$ cat config.mk
export PLATFORM = sky130hd
export DESIGN_NAME = pipeline_hazard_controller
export DESIGN_NICKNAME = d
export VERILOG_FILES = /design/src/rtl/pipeline_hazard_controller.sv
export SDC_FILE = /design/constraint.sdc
export NUM_CORES = 1
export LEC_CHECK = 0
export CAP_MARGIN = 30
export CORE_UTILIZATION = 29
export CTS_CLUSTER_SIZE = 20
export DETAILED_ROUTE_END_ITERATION = 6
export GPL_ROUTABILITY_DRIVEN = 1
export PLACE_DENSITY_LB_ADDON = 0.1
export SYNTH_ARGS = -nofsm -noshare
export SYNTH_HDL_FRONTEND = slang
export SYNTH_SLANG_ARGS = --single-unit
$ cat constraint.sdc
create_clock -name clk -period 1.9 [get_ports clk]
set_input_delay 0.38 -clock clk [delete_from_list [all_inputs] [get_ports clk]]
set_output_delay 0.38 -clock clk [all_outputs]
set_load 0.05 [all_outputs]
$ cat src/rtl/pipeline_hazard_controller.sv
// Hazard/stall/flush sequencer and operand-forwarding selector for a 5-stage RISC-V pipe.
// Optional performance counters are built only when HAZARD_PERF_CNT_EN is defined.
module pipeline_hazard_controller #(
  parameter int unsigned FLUSH_CYCLES = 1
) (
  input  logic        clk,
  input  logic        reset_n,
  input  logic [4:0]  id_rs1,
  input  logic [4:0]  id_rs2,
  input  logic        id_uses_rs1,
  input  logic        id_uses_rs2,
  input  logic [4:0]  ex_rd,
  input  logic [4:0]  mem_rd,
  input  logic [4:0]  wb_rd,
  input  logic        ex_rf_enable,
  input  logic        mem_rf_enable,
  input  logic        wb_rf_enable,
  input  logic        ex_load_instr,
  input  logic        ex_redirect,
  input  logic        mem_ram_enable,
  input  logic        ram_ready,
  output logic        pc_load_enable,
  output logic        if_id_load_enable,
  output logic        if_id_flush,
  output logic        cu_mux_select,
  output logic        pipe_hold,
  output logic [1:0]  fwd_a_select,
  output logic [1:0]  fwd_b_select,
  output logic [1:0]  ctrl_state,
  output logic [31:0] stall_cycle_count,
  output logic [31:0] redirect_count
);

  typedef enum logic [1:0] {
    ST_RUN      = 2'b00,
    ST_FLUSH    = 2'b01,
    ST_MEM_WAIT = 2'b10
  } state_t;

  localparam logic [3:0] FLUSH_RELOAD = 4'(FLUSH_CYCLES - 1);

  state_t     state_q, state_d;
  logic [3:0] flush_cnt_q, flush_cnt_d;
  logic       ram_stall;
  logic       load_use;
  logic       redirect_acc;

  assign ram_stall = mem_ram_enable & ~ram_ready;
  assign load_use  = ex_load_instr & ex_rf_enable & (ex_rd != 5'd0) &
                     ((id_uses_rs1 & (id_rs1 == ex_rd)) | (id_uses_rs2 & (id_rs2 == ex_rd)));

  always_ff @(posedge clk or negedge reset_n) begin
    if (!reset_n) begin
      state_q     <= ST_RUN;
      flush_cnt_q <= 4'd0;
    end else begin
      state_q     <= state_d;
      flush_cnt_q <= flush_cnt_d;
    end
  end

  always_comb begin
    state_d           = state_q;
    flush_cnt_d       = flush_cnt_q;
    pc_load_enable    = 1'b1;
    if_id_load_enable = 1'b1;
    if_id_flush       = 1'b0;
    cu_mux_select     = 1'b0;
    pipe_hold         = 1'b0;
    redirect_acc      = 1'b0;
    case (state_q)
      ST_RUN, ST_FLUSH: begin
        if (ram_stall) begin
          // A RAM stall outranks everything and abandons any flush in progress.
          pc_load_enable    = 1'b0;
          if_id_load_enable = 1'b0;
          pipe_hold         = 1'b1;
          state_d           = ST_MEM_WAIT;
          flush_cnt_d       = 4'd0;
        end else if (ex_redirect) begin
          if_id_flush   = 1'b1;
          cu_mux_select = 1'b1;
          redirect_acc  = 1'b1;
          if (FLUSH_CYCLES > 1) begin
            state_d     = ST_FLUSH;
            flush_cnt_d = FLUSH_RELOAD;
          end else begin
            state_d     = ST_RUN;
            flush_cnt_d = 4'd0;
          end
        end else if (state_q == ST_FLUSH) begin
          if_id_flush   = 1'b1;
          cu_mux_select = 1'b1;
          flush_cnt_d   = flush_cnt_q - 4'd1;
          if (flush_cnt_q <= 4'd1) state_d = ST_RUN;
        end else if (load_use) begin
          pc_load_enable    = 1'b0;
          if_id_load_enable = 1'b0;
          cu_mux_select     = 1'b1;
        end
      end
      ST_MEM_WAIT: begin
        if (!ram_ready) begin
          pc_load_enable    = 1'b0;
          if_id_load_enable = 1'b0;
          pipe_hold         = 1'b1;
        end else begin
          state_d = ST_RUN;
        end
      end
      default: begin
        state_d     = ST_RUN;
        flush_cnt_d = 4'd0;
      end
    endcase
    // Reset forces the free-running outputs regardless of what the pipe presents.
    if (!reset_n) begin
      pc_load_enable    = 1'b1;
      if_id_load_enable = 1'b1;
      if_id_flush       = 1'b0;
      cu_mux_select     = 1'b0;
      pipe_hold         = 1'b0;
      redirect_acc      = 1'b0;
    end
  end

  assign ctrl_state = state_q;

  function automatic logic [1:0] fwd_sel(input logic [4:0] r);
    logic [1:0] sel;
    sel = 2'b00;
    if (r != 5'd0) begin
      if (ex_rf_enable && !ex_load_instr && (ex_rd == r)) sel = 2'b01;
      else if (mem_rf_enable && (mem_rd == r))             sel = 2'b10;
      else if (wb_rf_enable && (wb_rd == r))               sel = 2'b11;
    end
    return sel;
  endfunction

  assign fwd_a_select = fwd_sel(id_rs1);
  assign fwd_b_select = fwd_sel(id_rs2);

`ifdef HAZARD_PERF_CNT_EN
  logic [31:0] stall_cnt_q;
  logic [31:0] redirect_cnt_q;

  always_ff @(posedge clk or negedge reset_n) begin
    if (!reset_n) begin
      stall_cnt_q    <= 32'd0;
      redirect_cnt_q <= 32'd0;
    end else begin
      if (!pc_load_enable) stall_cnt_q <= stall_cnt_q + 32'd1;
      if (redirect_acc)    redirect_cnt_q <= redirect_cnt_q + 32'd1;
    end
  end

  assign stall_cycle_count = stall_cnt_q;
  assign redirect_count    = redirect_cnt_q;
`else
  logic unused_redirect_acc;
  assign unused_redirect_acc = redirect_acc;
  assign stall_cycle_count   = 32'd0;
  assign redirect_count      = 32'd0;
`endif

endmodule

Yosys cells after proc, flatten, opt, wreduce, memory -nomap -nowiden
Index checks and enable logic that the tools add are counted.

word-level totals
  bits in registers = 6

operators by class
  add/sub/neg operators = 1
  $lt $le $gt $ge = 1
  eq/ne operators = 13
  multiplexer cells = 40
  bitwise logic cells = 9
  reduce and logical (&&, ||, !) cells = 15

operators with widths
  kind                 number
  $eq 5x5->1           8
  $mux 2               13
  $mux 1               20
  $reduce_bool 5->1    3
  $mux 4               3
  $ne 4x4->1 const B   2
  $pmux 4 s2           1
  $logic_and 1x1->1    7
  $and 1x1->1          6
  $le 4x1->1 const B   1
  $pmux 1 s2           2
  $pmux 2 s2           1
  $sub 4x1->4 const B  1
  $reduce_and 3->1     1
  $eq 2x1->1 const B   1
  $eq 2x2->1 const B   1
  $logic_not 2->1      1
  $ne 2x2->1 const B   1
  $not 1->1            2
  $reduce_and 2->1     1
  $reduce_or 2->1      1
  $logic_not 1->1      1
  $or 1x1->1           1

Longest topological paths before layout
  depth in word-level cells = 10
  gate-level depth with buffers = 6

Worst setup path after synthesis
Ideal clock, no wire load.

  kind = register to output
  from = reg state_q[1] (netlist: ctrl_state[1])
  to = out pc_load_enable
  arrival = 2.798 ns
  setup slack = -1.278 ns
  stages on the path, launching flop included = 5
  cells stage by stage = dfrtp_1 nor2_1 nor3_1 a21oi_1 buf_4

between the ends
  longest elaborated chain between the ends = 6

RTL lines
  element                 RTL line  text
  start, declared         42        state_t state_q, state_d;
  start signal, assigned  57        state_q <= state_d;
  $eq 2x1->1              -
  $mux 1 (3 in series)    -
  $pmux 1 s2 *            -
  $mux 1 *                -
  end, declared           22        output logic pc_load_enable,

Mark *: on every way between the ends. The rest lies on a longest branch, timed or not.

Worst setup path after layout
  from = in ex_rd[4]
  to = out pc_load_enable

between the ends
  longest elaborated chain between the ends = 10

RTL lines
  element          RTL line  text
  start, declared  12        input logic [4:0] ex_rd,
  $eq 5x5->1       50        ((id_uses_rs1 & (id_rs1 == ex_rd)) | (id_uses_rs2 & (id_rs2 == ex_rd)));
  $and 1x1->1      50
  $or 1x1->1       50
  $and 1x1->1 *    49        assign load_use = ex_load_instr & ex_rf_enable & (ex_rd != 5'd0) &
  $mux 1 *         96        end else if (load_use) begin
  $mux 1 *         91        end else if (state_q == ST_FLUSH) begin
  $mux 1 *         80        end else if (ex_redirect) begin
  $mux 1 *         73        if (ram_stall) begin
  $pmux 1 s2 *     71        case (state_q)
  $mux 1 *         117       if (!reset_n) begin

Marked as above.

==> reports/qor.txt <==
Die H = 61.3 um
Fin crit period = 2050 ps
Worst Clk Skew = 0 ps
Failing checks = setup timing
Worst Setup Path Type = primary input to primary output
Detailed Place HPWL = 2200 um
Via count = 953
Worst path arrival time = 1670 ps
Distinct cell type count after synthesis = 21
Final hold vios = 0
Yosys reg bits = 1
Ys flop type = dfrtp_1
Layout overhead on the synthesized area = 67.7%
Core Rows = 21
Post-synth top cells = 66 x buf_4, 16 x xor2_1, 14 x xnor2_1, 6 x nand3_1, 6 x nor2_1
Core area = 3360 um^2
First-pass GRT wire length = 3930 um
Peak VDD IR = 188 uV
Synthesized area = 1020 um^2
HP Class = primary input to async pin
Drt drc = 0
Synth top area share = 0.486
Syn_area_per_cell = 7.28 um^2
Placer congestion estimate = 0.824
Leakage = 0.000844 uW
Max Clock Freq = 0.487 GHz
Ant. Diodes = 0
Average wire per standard cell = 10.1 um
Overall Power = 632 uW
Share of layout cells above drive strength 1 = 0.432
Final setup viols = 7
Count leader, synth = buf_4
I/O pins = 111
DR vias/cell = 3.78
Crit Path Max Fanout = 2
# port buffers = 45
Power per Cell Area = 369 nW/um^2
Outcome = finished with violations
Top cell type by total area after synthesis = buf_4
Routed wire length = 2560 um
Starting DRT DRC Count = 8
GRT Residual Overflow = 0
Unrepaired setup endpoints after global routing = yes
Vias in the first global route = 918
Cells after Synth = 140
Post-synth EDFFs = 0
Pin count of the biggest net entering global routing = 5
GR Util All Layers = 0.137
Post-synthesis sequential area ratio = 0.0245
Antenna violations before repair = 0
Die area = 3760 um^2
Pins Over Slew Limit = 0
Async SR Flop Fraction = 1.00
CP startpoint kind = primary input
Final Worst Setup Slack = -154 ps
NumNets Final = 244
Setup crit end kind = primary output
YS warnings = 0
Die W = 61.3 um
Starting Density = 0.303
Final ANT Viol Nets = 0
Later-pin clock latency in the skew report = 0 ps
Dominant cells by area after synthesis = buf_4 49%, xor2_1 14%, xnor2_1 12%, nand3_1 2.9%, dfrtp_1 2.5%
Max Cap Viol = 0
Max reg flops = 1
Clock transition at the registers of the reported paths = 0 ps
Pre-Repair DR Iteration Count = 3
Worst EP required = 1520 ps
Final Cycle Share = 1.08
Fin Setup TNS = -626 ps
==> area by class of cell <==
cell class	instances	area (um^2)
sequential	1	25.0
multi-input combinational	135	941
timing repair buffer	68	679
inverter	2	7.51
fill	347	1650
tap	46	57.6
==> cell families after synthesis <==
| logic type | count (synthesis) | share of synthesized area |
|---|---|---|
| other | 1 | 0.00368 |
| AOI/OAI and AO/OA | 8 | 0.0540 |
| xor gates and xnor gates | 30 | 0.258 |
| DFF | 1 | 0.0245 |
| and+or+nand+nor | 32 | 0.167 |
| buffers and inverters | 68 | 0.493 |
==> metrics by stage <==
| stage | worst slack [ps] | hold slack, ps | std cells | cell area (um^2) | utilization |
|---|---|---|---|---|---|
| 3_5_place_dp | -560 | 633 | 245 | 1530 | 0.455 |
| 6_report | -154 | 314 | 252 | 1710 | 0.509 |
| 4_1_cts | -195 | 657 | 249 | 1560 | 0.464 |
| 3_3_place_gp | -559 | 592 | 245 | 1530 | 0.455 |
| 2_1_floorplan | -241 | 84.4 | 204 | 1310 | - |
| 5_1_grt | -195 | 339 | 252 | 1710 | 0.509 |
==> worst max-delay path: stages <==
cell,delay (ps)
buf_6,90
or4_4,520
o2111a_2,310
a21oi_4,200
buf_12,160
==> routing by layer <==
layer / GRT usage / vias to the layer above / wire length, um
li1: - / 455 / -
met1: 0.148 / 441 / 891
met2: 0.284 / 55 / 1450
met3: 0.0231 / 2 / 194
met4: 0.00974 / 0 / 21
met5: 0 / - / 0
==> final timing paths <==
kind,from,to,slack [ps],depth (start not counted)
max,ex_rd[4],pc_load_enable,-150,5
min,reset_n,ctrl_state[1],310,2
max reg2reg,ctrl_state[1],ctrl_state[1],1060,2
min reg2reg,ctrl_state[1],ctrl_state[1],660,2
max in group asynchronous,reset_n,ctrl_state[1],1500,2
min in group clk,ctrl_state[1],ctrl_state[1],660,2
==> cell usage in the layout, fill, tap and decap left out, types with 2 or more instances in the layout <==
cell type / count
nor2_1: 3
xnor2_1: 11
nor2b_4: 2
or4_1: 2
buf_4: 21
nor4_2: 2
buf_2: 10
nor4_1: 2
nand2_1: 2
buf_12: 9
xor2_2: 5
nor2_2: 3
xor2_1: 11
clkdlybuf4s50_1: 8
conb_1: 65
nor3_4: 4
clkbuf_2: 3
buf_6: 12
xnor2_2: 2
buf_8: 2
nand3_1: 5
==> report_power, final <==
group          internal (uW)  switching, uW  leakage [uW]
registers               23.1           1.96     0.0000125
clock network              0              0             0
logic                    177            430      0.000831
==> timing repair <==
action / in CTS / in global routing
gates cloned: 0 / 0
endpoints found under the setup margin: 8 / 8
pin swaps: 21 / 23
hold buffers: 0 / 0
buffers inserted: 4 / 3
resized for setup: 109 / 47
hold endpoints to repair: 0 / 0
Note: power is estimated with default switching activity, not from simulation.
